### src/rtl/rtc_cal_core.sv
// rtc_cal_core: time-of-day plus leap-year calendar with a prescaler and checked single-cycle field loads.
// Define RTC_ALARM_EN to add an hr/min alarm that is loaded through fields 6 and 7.
module rtc_cal_core #(
    parameter int CLK_HZ   = 100000000,
    parameter int FAST_DIV = 1000,
    parameter int PRE_W    = 27
) (
    input  logic       clk_100MHz,
    input  logic       reset,
    input  logic       run_en,
    input  logic       fast_mode,
    input  logic       set_valid,
    input  logic [2:0] set_field,
    input  logic [6:0] set_value,
`ifdef RTC_ALARM_EN
    input  logic       alarm_arm,
    output logic       alarm_hit,
`endif
    output logic       set_ack,
    output logic       set_err,
    output logic       tick_1Hz,
    output logic       end_of_day,
    output logic [5:0] sec,
    output logic [5:0] min,
    output logic [4:0] hr,
    output logic [4:0] day,
    output logic [3:0] month,
    output logic [6:0] year
);
    localparam logic [PRE_W-1:0] TC_SLOW = PRE_W'(CLK_HZ - 1);
    localparam logic [PRE_W-1:0] TC_FAST = PRE_W'(CLK_HZ / FAST_DIV - 1);

    function automatic logic [4:0] dim(input logic [3:0] m, input logic [6:0] y);
        return m == 4'd2 ? (y[1:0] == 2'd0 ? 5'd29 : 5'd28) :
               (m == 4'd4 || m == 4'd6 || m == 4'd9 || m == 4'd11) ? 5'd30 : 5'd31;
    endfunction

    logic [PRE_W-1:0] pre, tc;
    logic             fast_q, defer, tick_due, in_rng, ld_ok, step;
    logic             sec_w, min_c, hr_c, day_c, mon_c;
    logic [4:0]       dim_cur, dim_ld, day_cl, hr_s, day_s;
    logic [5:0]       sec_s, min_s;
    logic [3:0]       mon_s;
    logic [6:0]       yr_s;
`ifdef RTC_ALARM_EN
    logic [4:0]       al_hr;
    logic [5:0]       al_min;
`endif

    always_comb begin
        tc       = fast_mode ? TC_FAST : TC_SLOW;
        tick_due = run_en && fast_mode == fast_q && pre == tc;
        dim_cur  = dim(month, year);
        in_rng   = set_field == 3'd0 || set_field == 3'd1 ? set_value <= 7'd59 :
                   set_field == 3'd2 ? set_value <= 7'd23 :
                   set_field == 3'd3 ? set_value != 7'd0 && set_value <= {2'b00, dim_cur} :
                   set_field == 3'd4 ? set_value != 7'd0 && set_value <= 7'd12 :
                   set_field == 3'd5 ? set_value <= 7'd99 :
`ifdef RTC_ALARM_EN
                   set_field == 3'd6 ? set_value <= 7'd23 : set_value <= 7'd59;
`else
                   1'b0;
`endif
        ld_ok    = set_valid && in_rng;
        // a committing load wins the cycle; any due tick is replayed next cycle
        step     = (tick_due || defer) && !ld_ok;
        dim_ld   = dim(set_field == 3'd4 ? set_value[3:0] : month, set_field == 3'd5 ? set_value : year);
        day_cl   = day > dim_ld ? dim_ld : day;
        sec_w    = sec == 6'd59;
        min_c    = sec_w && min == 6'd59;
        hr_c     = min_c && hr == 5'd23;
        day_c    = hr_c && day == dim_cur;
        mon_c    = day_c && month == 4'd12;
        sec_s    = sec_w ? 6'd0 : sec + 6'd1;
        min_s    = sec_w ? (min == 6'd59 ? 6'd0 : min + 6'd1) : min;
        hr_s     = min_c ? (hr == 5'd23 ? 5'd0 : hr + 5'd1) : hr;
        day_s    = hr_c ? (day == dim_cur ? 5'd1 : day + 5'd1) : day;
        mon_s    = day_c ? (month == 4'd12 ? 4'd1 : month + 4'd1) : month;
        yr_s     = mon_c ? (year == 7'd99 ? 7'd0 : year + 7'd1) : year;
    end

    always_ff @(posedge clk_100MHz or posedge reset) begin
        if (reset) begin
            pre        <= '0;
            fast_q     <= 1'b0;
            defer      <= 1'b0;
            set_ack    <= 1'b0;
            set_err    <= 1'b0;
            tick_1Hz   <= 1'b0;
            end_of_day <= 1'b0;
            sec        <= 6'd0;
            min        <= 6'd0;
            hr         <= 5'd0;
            day        <= 5'd1;
            month      <= 4'd1;
            year       <= 7'd0;
`ifdef RTC_ALARM_EN
            alarm_hit  <= 1'b0;
            al_hr      <= 5'd0;
            al_min     <= 6'd0;
`endif
        end else begin
            fast_q     <= fast_mode;
            set_ack    <= ld_ok;
            set_err    <= set_valid && !in_rng;
            tick_1Hz   <= step;
            end_of_day <= step && hr_c;
            defer      <= (tick_due || defer) && ld_ok;
`ifdef RTC_ALARM_EN
            alarm_hit  <= step && alarm_arm && sec_w && min_s == al_min && hr_s == al_hr;
`endif
            if (fast_mode != fast_q || (ld_ok && set_field == 3'd0))
                pre <= '0;
            else if (run_en)
                pre <= pre == tc ? '0 : pre + PRE_W'(1);
            if (ld_ok) begin
                if (set_field == 3'd0) sec <= set_value[5:0];
                if (set_field == 3'd1) min <= set_value[5:0];
                if (set_field == 3'd2) hr <= set_value[4:0];
                if (set_field == 3'd3) day <= set_value[4:0];
                if (set_field == 3'd4 || set_field == 3'd5) day <= day_cl;
                if (set_field == 3'd4) month <= set_value[3:0];
                if (set_field == 3'd5) year <= set_value;
`ifdef RTC_ALARM_EN
                if (set_field == 3'd6) al_hr <= set_value[4:0];
                if (set_field == 3'd7) al_min <= set_value[5:0];
`endif
            end else if (step) begin
                sec   <= sec_s;
                min   <= min_s;
                hr    <= hr_s;
                day   <= day_s;
                month <= mon_s;
                year  <= yr_s;
            end
        end
    end
endmodule

### config.mk
export PLATFORM = sky130hd
export DESIGN_NAME = rtc_cal_core
export DESIGN_NICKNAME = d
export VERILOG_FILES = /design/src/rtl/rtc_cal_core.sv
export SDC_FILE = /design/constraint.sdc
export NUM_CORES = 1
export LEC_CHECK = 0
export BUFFER_PORTS_ARGS = -buffer_cell sky130_fd_sc_hd__buf_4
export CAP_MARGIN = 20
export CORE_AREA = 2 2 98 100
export DETAILED_ROUTE_END_ITERATION = 10
export DIE_AREA = 0 0 100 102
export PLACE_DENSITY = 0.83
export RECOVER_POWER = 50
export SLEW_MARGIN = 20
export SYNTH_ARGS = -nofsm -noshare
export SYNTH_HDL_FRONTEND = slang
export SYNTH_SLANG_ARGS = --single-unit
### constraint.sdc
create_clock -name clk_100MHz -period 3.3 [get_ports clk_100MHz]
set_clock_uncertainty 0.05 [all_clocks]
set_input_delay 0.33 -clock clk_100MHz [delete_from_list [all_inputs] [get_ports clk_100MHz]]
set_output_delay 0.33 -clock clk_100MHz [all_outputs]
set_load 0.02 [all_outputs]
After elaboration in Yosys (flattened, before gate mapping)
Index checks and enable logic that the tools add are counted.

cells by class
  multiplexer cells = 46
  add/subtract/negate cells = 7
  $lt $le $gt $ge = 6
  reductions and logical operators = 44
  equality and inequality tests = 30

operators with widths
  cell                                                                     count
  27-bit 2-to-1 mux                                                        4
  5-bit 2-to-1 mux                                                         12
  6-bit 2-to-1 mux                                                         9
  7-bit 2-to-1 mux                                                         5
  27-bit by 1-bit adder with 27-bit output, second input constant          1
  27-bit equality test                                                     1
  4-bit equality test, second input constant                               5
  4-bit 2-to-1 mux                                                         5
  4-bit by 3-bit equality test with 1-bit output, second input constant    4
  1-bit logical AND                                                        14
  2-bit nonzero test                                                       7
  6-bit by 1-bit adder with 6-bit output, second input constant            2
  6-bit equality test, second input constant                               2
  5-bit by 1-bit adder with 5-bit output, second input constant            2
  1-bit logical OR                                                         10
  1-bit 2-to-1 mux                                                         9
  3-bit AND reduction                                                      3
  4-bit by 2-bit equality test with 1-bit output, second input constant    2
  2-bit by 1-bit inequality test with 1-bit output, second input constant  4
  7-bit by 1-bit adder with 7-bit output, second input constant            1
  7-bit equality test, second input constant                               1
  7-bit by 4-bit <= comparator with 1-bit output, second input constant    1
  7-bit by 5-bit <= comparator with 1-bit output                           1
  7-bit by 5-bit <= comparator with 1-bit output, second input constant    1
  other kinds (20)                                                         27

word-level totals
  bits in registers = 66
  word-level logic and storage cells = 147
  output and inout port bits = 37

Logic depth before layout (Yosys ltp)
  word-level depth = 16
  mapped depth = 16
  depth with buffers taken out = 14

Worst setup path before layout
Ideal clock, no wire load.

  path type = register to register
  from = register month[0]
  to = register month[3]
  setup time = 125 ps
  data required time = 3,125 ps
  path buffers = 0
  arrival = 3,045 ps
  period minus slack after synthesis = 3,220 ps
  slack = 80 ps
  stages on the path, launching flop included = 15
  cell sequence = dfstp_2 > inv_1 > ha_1 > o21ai_0 > o22ai_1 > nor2_1 > ha_1 > nand2_1 > a41o_1 > a311oi_2 > nor2_2 > inv_4 > or4_4 > o32ai_1 > nor2_1

on the way
  word-level cells in the longest chain between the ends = 16
  elaborated cells between the ends (all ways) = 29
  classes of those cells = add/sub (1); order compare (1); eq/ne (7); mux (9); reduce/logical (11)

ends and longest elaborated chain
  item                                            RTL line  RTL
  start: declaration                              27        output logic [3:0] month,
  start signal: assignment                        122       if (set_field == 3'd4) month <= set_value[3:0];
  start signal: assignment                        133       month <= mon_s;
  4-bit by 3-bit equality test with 1-bit output  35        (m == 4'd4 || m == 4'd6 || m == 4'd9 || m == 4'd11) ? 5'd30 : 5'd31;
  1-bit logical OR (3 in series)                  35
  1-bit 2-to-1 mux                                35
  2-bit 2-to-1 mux                                34        return m == 4'd2 ? (y[1:0] == 2'd0 ? 5'd29 : 5'd28) :
  7-bit by 5-bit <= comparator with 1-bit output  56        set_field == 3'd3 ? set_value != 7'd0 && set_value <= {2'b00, dim_cur} :
  1-bit logical AND                               56
  1-bit 2-to-1 mux                                56
  1-bit 2-to-1 mux                                55        set_field == 3'd2 ? set_value <= 7'd23 :
  1-bit 2-to-1 mux                                54        in_rng = set_field == 3'd0 || set_field == 3'd1 ? set_value <= 7'd59 :
  1-bit logical AND                               64        ld_ok = set_valid && in_rng;
  1-bit zero test                                 66        step = (tick_due || defer) && !ld_ok;
  1-bit logical AND                               66
  2-bit nonzero test (no source line)             --
  2-bit AND reduction (no source line)            --

Several ways; a longest one is shown, not always the timed one. The select of a mux whose other input is x is not followed.
A chain may end at the register's enable or synchronous reset.

Worst setup path in the final report
  from = register month[0]
  to = register hr[3]

on the way
  word-level cells in the longest chain between the ends = 16
  elaborated cells between the ends (all ways) = 23
  classes of those cells = order compare (1); eq/ne (6); mux (6); reduce/logical (10)

ends and longest elaborated chain
  item                                              RTL line  RTL
  4-bit by 3-bit equality test with 1-bit output    35
  1-bit logical OR (3 in series)                    35
  1-bit 2-to-1 mux                                  35
  2-bit 2-to-1 mux *                                34
  7-bit by 5-bit <= comparator with 1-bit output *  56
  1-bit logical AND *                               56
  1-bit 2-to-1 mux *                                56
  1-bit 2-to-1 mux *                                55
  1-bit 2-to-1 mux *                                54
  1-bit logical AND *                               64
  1-bit zero test                                   66
  1-bit logical AND                                 66
  2-bit nonzero test (no source line)               --
  3-bit AND reduction (no source line)              --
  end signal: assignment                            119       if (set_field == 3'd2) hr <= set_value[4:0];
  end signal: assignment                            131       hr <= hr_s;
  end: declaration                                  25        output logic [4:0] hr,

Every way passes the cells marked *; elsewhere a longest branch is shown, timed or not.

==> flow_summary_export.csv <==
group,metric,value,unit
layout,fin_nets,619,
yosys,syn_area,4460,µm²
clocking,cts.clk_slew.worst_paths,0.07,ns
floorplanning,io_pins,52,
setup_path,required,3.49,ns
yosys,ys_ff_latch,66,
drt,drt_pass1_iterations,5,
worst_hold_path,hold_depth,1,
timing,setup-violations-final,1,
floorplanning,die_w,100,µm
floorplanning,rows,35,
layout,num_antenna_cells,0,
yosys,synth_top_area_cell,"dfrtp_1",
grt,grt_max_degree,30,
yosys,synth_edf_count,0,
drt,wire_per_inst,17.4,µm
flow_run,drv_cap,1,
timing,fin_ws,-0.00189,ns
grt,antenna_found_initial,0,
setup_path,cp_max_fo,7,
grt,grt-ovfl-total,0,
pwr,ir_worst_vdd,0.000426,V
grt,grt_pass1_wl,20100,µm
timing,worst-slew-pin-transition,1.59,ns
yosys,synth_sequential_area_ratio,37.1,%
floorplanning,start_util,48.9,%
grt,grt_usage,24.6,%
layout,stdcell_area,5250,µm²
yosys,synth.distinct_cells,85,
drt,wl_met3,878,µm
outcome,violations,"max-capacitance violations, max-slew violations, negative setup slack",
drt,met2_length,5950,µm
timing,period_share,100,%
timing,fin_setup_tns,-0.00189,ns
yosys,synth_area_leaders,"dfrtp_1, nor2_1, ha_1, nand2_1, nand3_1",
setup_path,reg2regPathDepth,14,
timing,period_needed,3.30,ns
clocking,clockBufferDepth,2,
setup_path,r2r_end,"hr[3]",
drt,wirelength,12300,µm
drt,met1Wirelength,5060,µm
clocking,clk_latency,0.35,ns
place,dp_hpwl,8760,µm
yosys,yosysWarnings,0,
timing,relSlewSlack,-5.95,%
yosys,syn_inst,514,
outcome,status,"finished, violations left",
floorplanning,fp.dieH,102,µm
clocking,cts_tree,"built",
grt,grt_pass1_vias,4162,
setup_path,reg2reg_slack,-0.002,ns
setup_path,critPathArrivalTime,3.49,ns
place,gp_congestion,0.934,
floorplanning,core-area,9110,µm²
clocking,clock-sinks,66,
timing,hold_viol,0,
drt,drtAntennaViolNets,0,
pwr,p_leak,2.24,nW
place,numPortBuffers,51,
drt,dr.first_iter.drc_count,247,
clocking,cts-htree-levels,3,
yosys,synth.net_count,544,
setup_path,crit_type,"reg -> reg",
drt,routed_via_density,6.18,
yosys,syn-mean-instance-area,8.67,µm²
floorplanning,dieArea,10200,µm²
timing,fmax,0.303,GHz
pwr,power_density,563,nW/µm²
drt,num_vias,4360,
worst_hold_path,hold_end,"fast_q",
setup_path,reg2reg_from,"month[0]",
layout,area_growth,17.7,%
timing,rsz0062_at_grt,"true",
clocking,clock-root-buffer,"clkbuf_8",
yosys,synth_flop_cell,"dfrtp_1",
drt,drc,0,
yosys,async_flop_share,100,%
clocking,cts_made_buffers,9,
worst_hold_path,min_from,"fast_mode",
worst_hold_path,hp-class,"in -> reg",
setup_path,cp-start-kind,"flip-flop",
drt,route.top_layer_used,"met4",
setup_path,end_kind,"flip-flop",
place,place_area,5040,µm²
yosys,synth_common_cells,"dfrtp_1, nor2_1, nand2_1",
timing,slew_viol_final,30,
yosys,synth_top_area_share,35.9,%
yosys,synth.most_common_cell,"dfrtp_1",
layout,drive_gt1_share,16.7,%
-- final cells by class --
class / count / area, µm²
inverter: 28 / 110
sequential: 66 / 1660
fill: 825 / 3860
clock buffer: 11 / 131
timing repair buffer: 85 / 510
tap: 111 / 139
multi-input combinational: 399 / 2620
clock inverter: 5 / 78.8
-- worst max-delay path by stage --
stage / start / end / slack, ns
floorplan: month[0] / month[3] / 0.08
global placement: month[0] / month[3] / 0.08
detailed placement: month[0] / month[1] / -0.02
CTS: month[0] / month[3] / 0.008
global route: month[0] / month[0] / -0.14
finish: month[0] / hr[3] / -0.002
-- worst max-delay path, cell delays in order (launching register included) --
cell and delay, ns:
dfstp_2 0.59, inv_2 0.06, ha_1 0.20, or3b_4 0.26, nor2_1 0.04, nor2_1 0.11
ha_1 0.23, nand2_1 0.06, a41o_1 0.18, a311oi_2 0.12, nor2_2 0.24, clkinv_4 0.14
buf_6 0.15, or4_1 0.51, a32o_1 0.23
-- cells in the final DEF, fill, tap and decap left out, types with 7 or more instances in the layout --
cell      netlist  final
xor2_1         14     14
nor3_1         14     13
and3_1          9      9
buf_4           2     46
o31ai_1        11     11
dfrtp_1        64     63
nor2_1         63     63
a21oi_1        16     16
ha_1           15     15
clkbuf_8        0      9
clkbuf_1        7     37
nand4_1        11     11
nand3_1        25     25
inv_1          27     26
o22ai_1         7      7
nand2_1        50     49
o21ai_0        25     24
-- flip-flops by register name, indices dropped and copies added, names as in the netlist, 4 cells and up --
name	count
day	5
hr	5
min	6
month	4
pre	27
sec	6
year	7
-- per-stage QoR --
stage / hold WS, ns / cells / setup slack [ns] / power (mW) / utilization [%]
floorplan: 0.311 / 514 / 0.0796 / 1.83 / -
global placement: 0.319 / 679 / 0.0796 / 2.21 / 55.3
global route: 0.161 / 705 / -0.136 / 3.14 / 57.6
detailed placement: 0.318 / 679 / -0.0187 / 2.25 / 55.3
CTS: 0.0802 / 696 / 0.00773 / 3.01 / 57.8
finish: 0.165 / 705 / -0.00189 / 2.95 / 57.6
-- layer usage --
layer	vias up	GRT usage (%)
met3	42	5.54
met4	0	8.96
li1	2035	-
met5	-	0
met2	191	40.9
met1	2092	31.7
-- report_power, final --
part	switching, mW	internal [mW]
Sequential	0.219	0.943
Clock	0.323	0.425
Combinational	0.627	0.417
Total	1.17	1.79
-- cell families after synthesis --
kind of cell,Yosys count,synth area share (%)
adders and majority gates,15,4.21
xor gates and xnor gates,20,3.93
AOI/OAI and AO/OA,121,19.9
DFF,66,37.1
buffers and inverters,49,5.11
muxes,11,2.61
and+or+nand+nor,232,27.1
-- timing repair --
item                                   CTS  global route
setup endpoints to repair                2            25
buffers inserted                         0            10
resized for setup                        1            11
hold buffers                             1             0
endpoints found under the hold margin   15             0
pin swaps                                1             9
Note: power is estimated with default switching activity, not from simulation.
